[config.mk]
export PLATFORM = sky130hd
export DESIGN_NAME = iir_sos_sequencer_flat
export DESIGN_NICKNAME = d
export VERILOG_FILES = /design/src/rtl/iir_sos_sequencer_if.sv /design/src/rtl/iir_sos_sequencer.sv /design/src/flat_wrapper.sv
export SDC_FILE = /design/constraint.sdc
export NUM_CORES = 1
export LEC_CHECK = 0
export CAP_MARGIN = 20
export CORE_AREA = 2 2 112 114
export CTS_BUF_LIST = sky130_fd_sc_hd__clkbuf_4
export DETAILED_ROUTE_END_ITERATION = 8
export DIE_AREA = 0 0 114 116
export PLACE_DENSITY = 0.82
export SETUP_SLACK_MARGIN = 0.1
export SLEW_MARGIN = 20
export SYNTH_ARGS = -nofsm -noshare
export SYNTH_HDL_FRONTEND = slang
export SYNTH_SLANG_ARGS = --single-unit
[constraint.sdc]
create_clock -name clk -period 5.73 [get_ports clk]
set_clock_uncertainty 0.15 [all_clocks]
set_input_delay 1.146 -clock clk [delete_from_list [all_inputs] [get_ports clk]]
set_output_delay 1.146 -clock clk [all_outputs]
set_load 0.1 [all_outputs]
[src/rtl/iir_sos_sequencer_if.sv]
`default_nettype none
// ============================================================================
// Module   : iir_sos_sequencer_if
// Purpose  : Bundles the sample streams, the shared biquad section handshake
//            and the flush/error controls of the SOS IIR scheduler.
//            The master modport is the scheduler's view. The slave modport is
//            the view of the surrounding source, sink and section datapath.
// Revision : 1.0 - initial release
// ============================================================================
interface iir_sos_sequencer_if #(
   parameter int IIR_WD = 48,
   parameter int IDX_WD = 3
) ();
   // sample source stream
   logic              s_valid;
   logic              s_ready;
   logic [IIR_WD-1:0] s_data;
   // filtered sample sink stream
   logic              m_valid;
   logic              m_ready;
   logic [IIR_WD-1:0] m_data;
   // shared section datapath
   logic [IDX_WD-1:0] sec_idx;
   logic              sec_start;
   logic [IIR_WD-1:0] sec_x;
   logic              sec_done;
   logic [IIR_WD-1:0] sec_y;
   logic              state_clr;
   // control and status
   logic              flush;
   logic              busy;
   logic              err_timeout;
   logic              err_clr;

   modport master (
      input  s_valid, s_data, m_ready, sec_done, sec_y, flush, err_clr,
      output s_ready, m_valid, m_data, sec_idx, sec_start, sec_x, state_clr,
             busy, err_timeout
   );

   modport slave (
      output s_valid, s_data, m_ready, sec_done, sec_y, flush, err_clr,
      input  s_ready, m_valid, m_data, sec_idx, sec_start, sec_x, state_clr,
             busy, err_timeout
   );
endinterface
`default_nettype wire

[src/rtl/iir_sos_sequencer.sv]
`default_nettype none
// ============================================================================
// Module   : iir_sos_sequencer
// Purpose  : Time-multiplexed scheduler for a cascade of second-order IIR
//            sections. It steps one shared biquad datapath through
//            IIR_SOS_NUM sections for each input sample. It also sequences
//            delay-line clearing on flush and aborts on datapath timeout.
// Revision : 1.0 - initial release
// ============================================================================
module iir_sos_sequencer #(
   parameter int IIR_WD      = 48,
   parameter int IIR_SOS_NUM = 6,
   parameter int TIMEOUT_CYC = 64,
   parameter int IDX_WD      = (IIR_SOS_NUM > 1) ? $clog2(IIR_SOS_NUM) : 1
) (
   input  wire logic           clk,
   input  wire logic           rst,
   iir_sos_sequencer_if.master bus
);

   localparam int CNT_WD = $clog2(TIMEOUT_CYC);

   localparam logic [IDX_WD-1:0] c_LAST_IDX = IDX_WD'(IIR_SOS_NUM - 1);
   localparam logic [CNT_WD-1:0] c_TMO_LAST = CNT_WD'(TIMEOUT_CYC - 1);

   typedef enum logic [2:0] {
      S_IDLE  = 3'd0,
      S_SEL   = 3'd1,
      S_START = 3'd2,
      S_WAIT  = 3'd3,
      S_OUT   = 3'd4,
      S_CLR   = 3'd5
   } state_t;

   state_t            r_state;
   state_t            w_state_nxt;

   logic [IDX_WD-1:0] r_sec_idx;
   logic [IIR_WD-1:0] r_sec_x;
   logic [IIR_WD-1:0] r_m_data;
   logic [CNT_WD-1:0] r_tmo_cnt;
   logic              r_err_timeout;
   logic              r_flush_pend;

   logic              w_s_ready;
   logic              w_accept;
   logic              w_sec_start;
   logic              w_state_clr;
   logic              w_m_valid;
   logic              w_last_sec;
   logic              w_tmo_hit;

   assign w_last_sec = (r_sec_idx == c_LAST_IDX);
   assign w_tmo_hit  = (r_tmo_cnt == c_TMO_LAST);

   // State register.
   always_ff @(posedge clk or posedge rst) begin
      if (rst) begin
         r_state <= S_IDLE;
      end else begin
         r_state <= w_state_nxt;
      end
   end

   // Next-state decode and per-state strobes.
   always_comb begin
      w_state_nxt = r_state;
      w_s_ready   = 1'b0;
      w_accept    = 1'b0;
      w_sec_start = 1'b0;
      w_state_clr = 1'b0;
      w_m_valid   = 1'b0;
      case (r_state)
         S_IDLE: begin
            // A flush arriving in the same cycle wins over the sample, so
            // ready is withheld rather than silently dropping the sample.
            w_s_ready = !r_flush_pend && !bus.flush && !rst;
            w_accept  = w_s_ready && bus.s_valid;
            if (r_flush_pend || bus.flush) begin
               w_state_nxt = S_CLR;
            end else if (w_accept) begin
               w_state_nxt = S_SEL;
            end
         end
         S_SEL: begin
            w_state_nxt = S_START;
         end
         S_START: begin
            w_sec_start = 1'b1;
            w_state_nxt = S_WAIT;
         end
         S_WAIT: begin
            if (bus.sec_done) begin
               w_state_nxt = w_last_sec ? S_OUT : S_SEL;
            end else if (w_tmo_hit) begin
               w_state_nxt = S_IDLE;
            end
         end
         S_OUT: begin
            w_m_valid = 1'b1;
            if (bus.m_ready) begin
               w_state_nxt = S_IDLE;
            end
         end
         S_CLR: begin
            w_state_clr = 1'b1;
            if (w_last_sec) begin
               w_state_nxt = S_IDLE;
            end
         end
         default: begin
            w_state_nxt = S_IDLE;
         end
      endcase
   end

   // Section index, section operand, result, timeout and flag registers.
   always_ff @(posedge clk or posedge rst) begin
      if (rst) begin
         r_sec_idx     <= '0;
         r_sec_x       <= '0;
         r_m_data      <= '0;
         r_tmo_cnt     <= '0;
         r_err_timeout <= 1'b0;
         r_flush_pend  <= 1'b0;
      end else begin
         // A later timeout assignment below overrides this clear.
         if (bus.err_clr) begin
            r_err_timeout <= 1'b0;
         end
         // A flush during CLR is absorbed: the clear already in progress
         // leaves every section zeroed because no sample runs meanwhile.
         if (bus.flush && (r_state != S_IDLE) && (r_state != S_CLR)) begin
            r_flush_pend <= 1'b1;
         end
         case (r_state)
            S_IDLE: begin
               if (r_flush_pend || bus.flush) begin
                  r_sec_idx    <= '0;
                  r_flush_pend <= 1'b0;
               end else if (w_accept) begin
                  r_sec_x   <= bus.s_data;
                  r_sec_idx <= '0;
               end
            end
            S_START: begin
               r_tmo_cnt <= '0;
            end
            S_WAIT: begin
               if (bus.sec_done) begin
                  r_sec_x <= bus.sec_y;
                  if (w_last_sec) begin
                     r_m_data <= bus.sec_y;
                  end else begin
                     r_sec_idx <= r_sec_idx + IDX_WD'(1);
                  end
               end else if (w_tmo_hit) begin
                  r_err_timeout <= 1'b1;
                  r_sec_idx     <= '0;
               end else begin
                  r_tmo_cnt <= r_tmo_cnt + CNT_WD'(1);
               end
            end
            S_CLR: begin
               r_sec_idx <= w_last_sec ? '0 : r_sec_idx + IDX_WD'(1);
            end
            default: begin
            end
         endcase
      end
   end

   assign bus.s_ready     = w_s_ready;
   assign bus.m_valid     = w_m_valid;
   assign bus.m_data      = r_m_data;
   assign bus.sec_idx     = r_sec_idx;
   assign bus.sec_start   = w_sec_start;
   assign bus.sec_x       = r_sec_x;
   assign bus.state_clr   = w_state_clr;
   assign bus.busy        = (r_state != S_IDLE);
   assign bus.err_timeout = r_err_timeout;

endmodule
`default_nettype wire
[src/flat_wrapper.sv]
// flat-port wrapper written by rule: the top's interface ports become plain ports
module iir_sos_sequencer_flat 
#(
   parameter int IIR_WD      = 48,
   parameter int IIR_SOS_NUM = 6,
   parameter int TIMEOUT_CYC = 64,
   parameter int IDX_WD      = (IIR_SOS_NUM > 1) ? $clog2(IIR_SOS_NUM) : 1
)
  (clk, rst, bus_s_valid, bus_s_data, bus_m_ready, bus_sec_done, bus_sec_y, bus_flush, bus_err_clr, bus_s_ready, bus_m_valid, bus_m_data, bus_sec_idx, bus_sec_start, bus_sec_x, bus_state_clr, bus_busy, bus_err_timeout);
  iir_sos_sequencer_if #(.IIR_WD(IIR_WD), .IDX_WD(IDX_WD)) bus_i ();
  input  wire logic clk;
  input  wire logic rst;
  input wire logic [$bits(bus_i.s_valid)-1:0] bus_s_valid;
  input wire logic [$bits(bus_i.s_data)-1:0] bus_s_data;
  input wire logic [$bits(bus_i.m_ready)-1:0] bus_m_ready;
  input wire logic [$bits(bus_i.sec_done)-1:0] bus_sec_done;
  input wire logic [$bits(bus_i.sec_y)-1:0] bus_sec_y;
  input wire logic [$bits(bus_i.flush)-1:0] bus_flush;
  input wire logic [$bits(bus_i.err_clr)-1:0] bus_err_clr;
  output wire logic [$bits(bus_i.s_ready)-1:0] bus_s_ready;
  output wire logic [$bits(bus_i.m_valid)-1:0] bus_m_valid;
  output wire logic [$bits(bus_i.m_data)-1:0] bus_m_data;
  output wire logic [$bits(bus_i.sec_idx)-1:0] bus_sec_idx;
  output wire logic [$bits(bus_i.sec_start)-1:0] bus_sec_start;
  output wire logic [$bits(bus_i.sec_x)-1:0] bus_sec_x;
  output wire logic [$bits(bus_i.state_clr)-1:0] bus_state_clr;
  output wire logic [$bits(bus_i.busy)-1:0] bus_busy;
  output wire logic [$bits(bus_i.err_timeout)-1:0] bus_err_timeout;
  assign bus_i.s_valid = bus_s_valid;
  assign bus_i.s_data = bus_s_data;
  assign bus_i.m_ready = bus_m_ready;
  assign bus_i.sec_done = bus_sec_done;
  assign bus_i.sec_y = bus_sec_y;
  assign bus_i.flush = bus_flush;
  assign bus_i.err_clr = bus_err_clr;
  assign bus_s_ready = bus_i.s_ready;
  assign bus_m_valid = bus_i.m_valid;
  assign bus_m_data = bus_i.m_data;
  assign bus_sec_idx = bus_i.sec_idx;
  assign bus_sec_start = bus_i.sec_start;
  assign bus_sec_x = bus_i.sec_x;
  assign bus_state_clr = bus_i.state_clr;
  assign bus_busy = bus_i.busy;
  assign bus_err_timeout = bus_i.err_timeout;
  iir_sos_sequencer #(.IIR_WD(IIR_WD), .IIR_SOS_NUM(IIR_SOS_NUM), .TIMEOUT_CYC(TIMEOUT_CYC), .IDX_WD(IDX_WD)) u_core (.clk(clk), .rst(rst), .bus(bus_i));
endmodule
==> flow_metrics.tcl <==
set metrics [dict create \
    yosysSeqAreaShare_pct 51.0 \
    rsz0062_at_grt "no" \
    p_int_mw 2.04 \
    cts_tree "built" \
    row_count 40 \
    syn_inst 362 \
    max_slew.worst_pin.slew_ns 1.07 \
    area_delta_synth_final_pct 42.1 \
    worstSetupStartpointType "flip-flop" \
    grt_max_degree 58 \
    fin_nets 671 \
    period_needed_ns 4.07 \
    setup-violations-final 0 \
    power_density_nw_per_um2 578 \
    seqPwrFrac_pct 26.5 \
    netSwitchingPower_mw 2.39 \
    avgSynthCellArea_um2 14.9 \
    async_reset_ff_share_pct 100 \
    viasPerCell 5.26 \
    fmax_ghz 0.246 \
    multi_input_area_um2 2440 \
    pin_count 208 \
    seqCellArea_um2 2750 \
    cts_resized 0 \
    r2r-start "u_core.r_state[0]$_DFFE_PP0P_" \
    synthesis.area_um2 5390 \
    status "finished, final reports clean" \
    final_common_cell "clkdlybuf4s50_1" \
    syn_nets 468 \
    slew-limit-headroom_pct 28.6 \
    final_hold_viol_count 0 \
    min-delay-start "u_core.bus.sec_x[27]$_DFFE_PP0P_" \
    mostFrequentLayoutCells "206 x clkdlybuf4s50_1, 110 x dfrtp_1, 78 x mux2_2" \
    drv_cap 0 \
    grt_usage_pct 20.4 \
    r2r_end "u_core.bus.sec_x[21]$_DFFE_PP0P_" \
    port_buffers 207 \
    hp-class "reg2reg" \
    grt_pass1_wl_mm 20.8 \
    r2r_cells 5 \
    whs_endpoint "u_core.bus.sec_x[27]$_DFFE_PP0P_" \
    drt_wl_total_mm 13.0 \
    drt_pre_antenna_iters 4 \
    grt_pass1_vias 4111 \
    yosysUniqueCellTypes 45 \
    fillerInstances 896 \
    cp-end-kind "output port" \
    cts_num_sinks 110 \
    fp.coreArea_um2 11900 \
    cts_buffer_depth 2 \
    postCtsSetupRepairBufs 0 \
    crit_required_ns 4.43 \
    num_vias 3765 \
    antenna_left 0 \
    p_clk_share_pct 8.3 \
    antenna_found_initial 1 \
    drt_iter0_drc 143 \
    tns_ns 0 \
    cts-root-buf "clkbuf_4" \
    initial_core_util_pct 45.3 \
    cts_made_buffers 9 \
    synthFlopType "dfrtp_1" \
    synth_edf_count 0 \
    die_h_um 116 \
    p_leak_nw 3.29 \
    die_width_um 114 \
    switching_share_pct 54.0 \
    drive_gt1_share_pct 30.3 \
    path_class "reg2out" \
    hpwl_mm 9.69 \
    drc_errors 0 \
    h-tree-depth 3 \
    comb_power_share_pct 65.2 \
    fin_crit_sh_pct 71.0 \
    slew_viol_final 0 \
    ys_ff_latch 110 \
    grt_overflow 0 \
    ir_drop_mv 0.303 \
    gp_congestion 0.789 \
    routedWlPerCell_um 18.2 \
    regToRegSetupSlack_ns 2.70 \
    hold_buffers 0 \
    clock_latency_ns 0.47 \
    min_path_cells 1 \
    worst_hold_slack_ns 0.374 \
    die_area_um2 13200 \
    worstPathArrival_ns 2.77 \
    yosys_warnings 0 \
    cts.clk_slew.worst_paths_ns 0.14 \
    path_max_fanout 12 \
]
[per-layer routing]
layer	global-route usage, %	vias to the layer above	wire length [um]
li1	-	1711	-
met5	0	-	0
met3	6.54	25	984
met2	34.8	156	6460
met4	9.51	0	378
met1	23.6	1873	5210
[power by group through the flow]
stage | Combinational [mW] | Sequential [mW] | Clock, mW
3_5_place_dp | 2.90 | 1.19 | 0
5_1_grt | 2.99 | 1.21 | 0.421
6_report | 2.89 | 1.17 | 0.369
3_3_place_gp | 2.87 | 1.17 | 0
4_1_cts | 2.90 | 1.17 | 0.389
2_1_floorplan | 0.909 | 2.55 | 0
[kinds of logic (layout without fill, tap and decap cells)]
kind of cell               count (synthesis)  after routing  synth area share (%)
xor gates and xnor gates                   1              1                 0.162
other                                      0              1                     0
AOI/OAI and AO/OA                         24             24                  3.18
and+or+nand+nor                           47             47                  5.31
buffers and inverters                     28            234                  3.83
adders and majority gates                  3              3                 0.696
DFF                                      110            110                  51.0
muxes                                    149            149                  35.8
[Yosys cell counts, types with 3 or more instances]
master | number | area, um^2
buf_4 | 5 | 37.5
mux2_4 | 67 | 1010
buf_6 | 10 | 113
o211ai_1 | 3 | 22.5
a21oi_1 | 5 | 25.0
mux2_1 | 4 | 45.0
ha_1 | 3 | 37.5
inv_1 | 5 | 18.8
nor2_1 | 9 | 33.8
mux2_2 | 78 | 878
a22o_1 | 3 | 26.3
nand2_1 | 9 | 33.8
nand3_1 | 5 | 25.0
buf_2 | 6 | 30.0
nand4b_1 | 3 | 26.3
dfrtp_1 | 110 | 2750
a31oi_1 | 3 | 18.8
[metrics by stage]
| stage | util [%] | total power [mW] | cells | instance area (um^2) | setup WS, ns |
|---|---|---|---|---|---|
| floorplan | - | 3.46 | 362 | 5400 | 0.922 |
| global placement | 63.1 | 4.04 | 699 | 7510 | 1.69 |
| detailed placement | 63.2 | 4.09 | 700 | 7520 | 1.67 |
| CTS | 64.2 | 4.46 | 714 | 7640 | 1.59 |
| global route | 64.3 | 4.61 | 716 | 7660 | 1.49 |
| finish | 64.3 | 4.43 | 716 | 7660 | 1.66 |
[worst max-delay path: stages (launching register included)]
cell,delay [ns]
dfrtp_1,0.59
nand2b_1,0.38
nor2_1,0.18
clkdlybuf4s50_1,1.16
[area by class of cell]
cell class	instances	share of cell area, %
tap	147	2.40
antenna	1	0.0326
timing repair buffer	214	27.8
multi-input combinational	224	31.9
sequential	110	35.9
clock inverter	3	0.490
inverter	6	0.343
clock buffer	11	1.08
[state kept, by name (all words and copies together), names as in the netlist]
name / cells
u_core.bus.m_data: 48
u_core.bus.sec_x: 48
u_core.bus.sec_idx: 3
u_core.r_flush_pend: 1
u_core.bus.err_timeout: 1
u_core.r_state: 3
u_core.r_tmo_cnt: 6
[how the worst max path moves through the flow]
stage                                        from                                 to  slack [ns]  cells after the start
floorplan                                     rst                        bus_s_ready        0.92                      2
global placement                     bus_sec_done  u_core.bus.m_data[44]$_DFFE_PP0P_        1.69                      5
detailed placement                   bus_sec_done   u_core.bus.sec_x[24]$_DFFE_PP0P_        1.67                      5
CTS                 u_core.r_state[2]$_DFFE_PP0P_                      bus_sec_start        1.59                      3
global route        u_core.r_state[2]$_DFFE_PP0P_                      bus_sec_start        1.49                      3
finish              u_core.r_state[2]$_DFFE_PP0P_                      bus_sec_start        1.66                      3
Power figures use the tool's default switching activity.
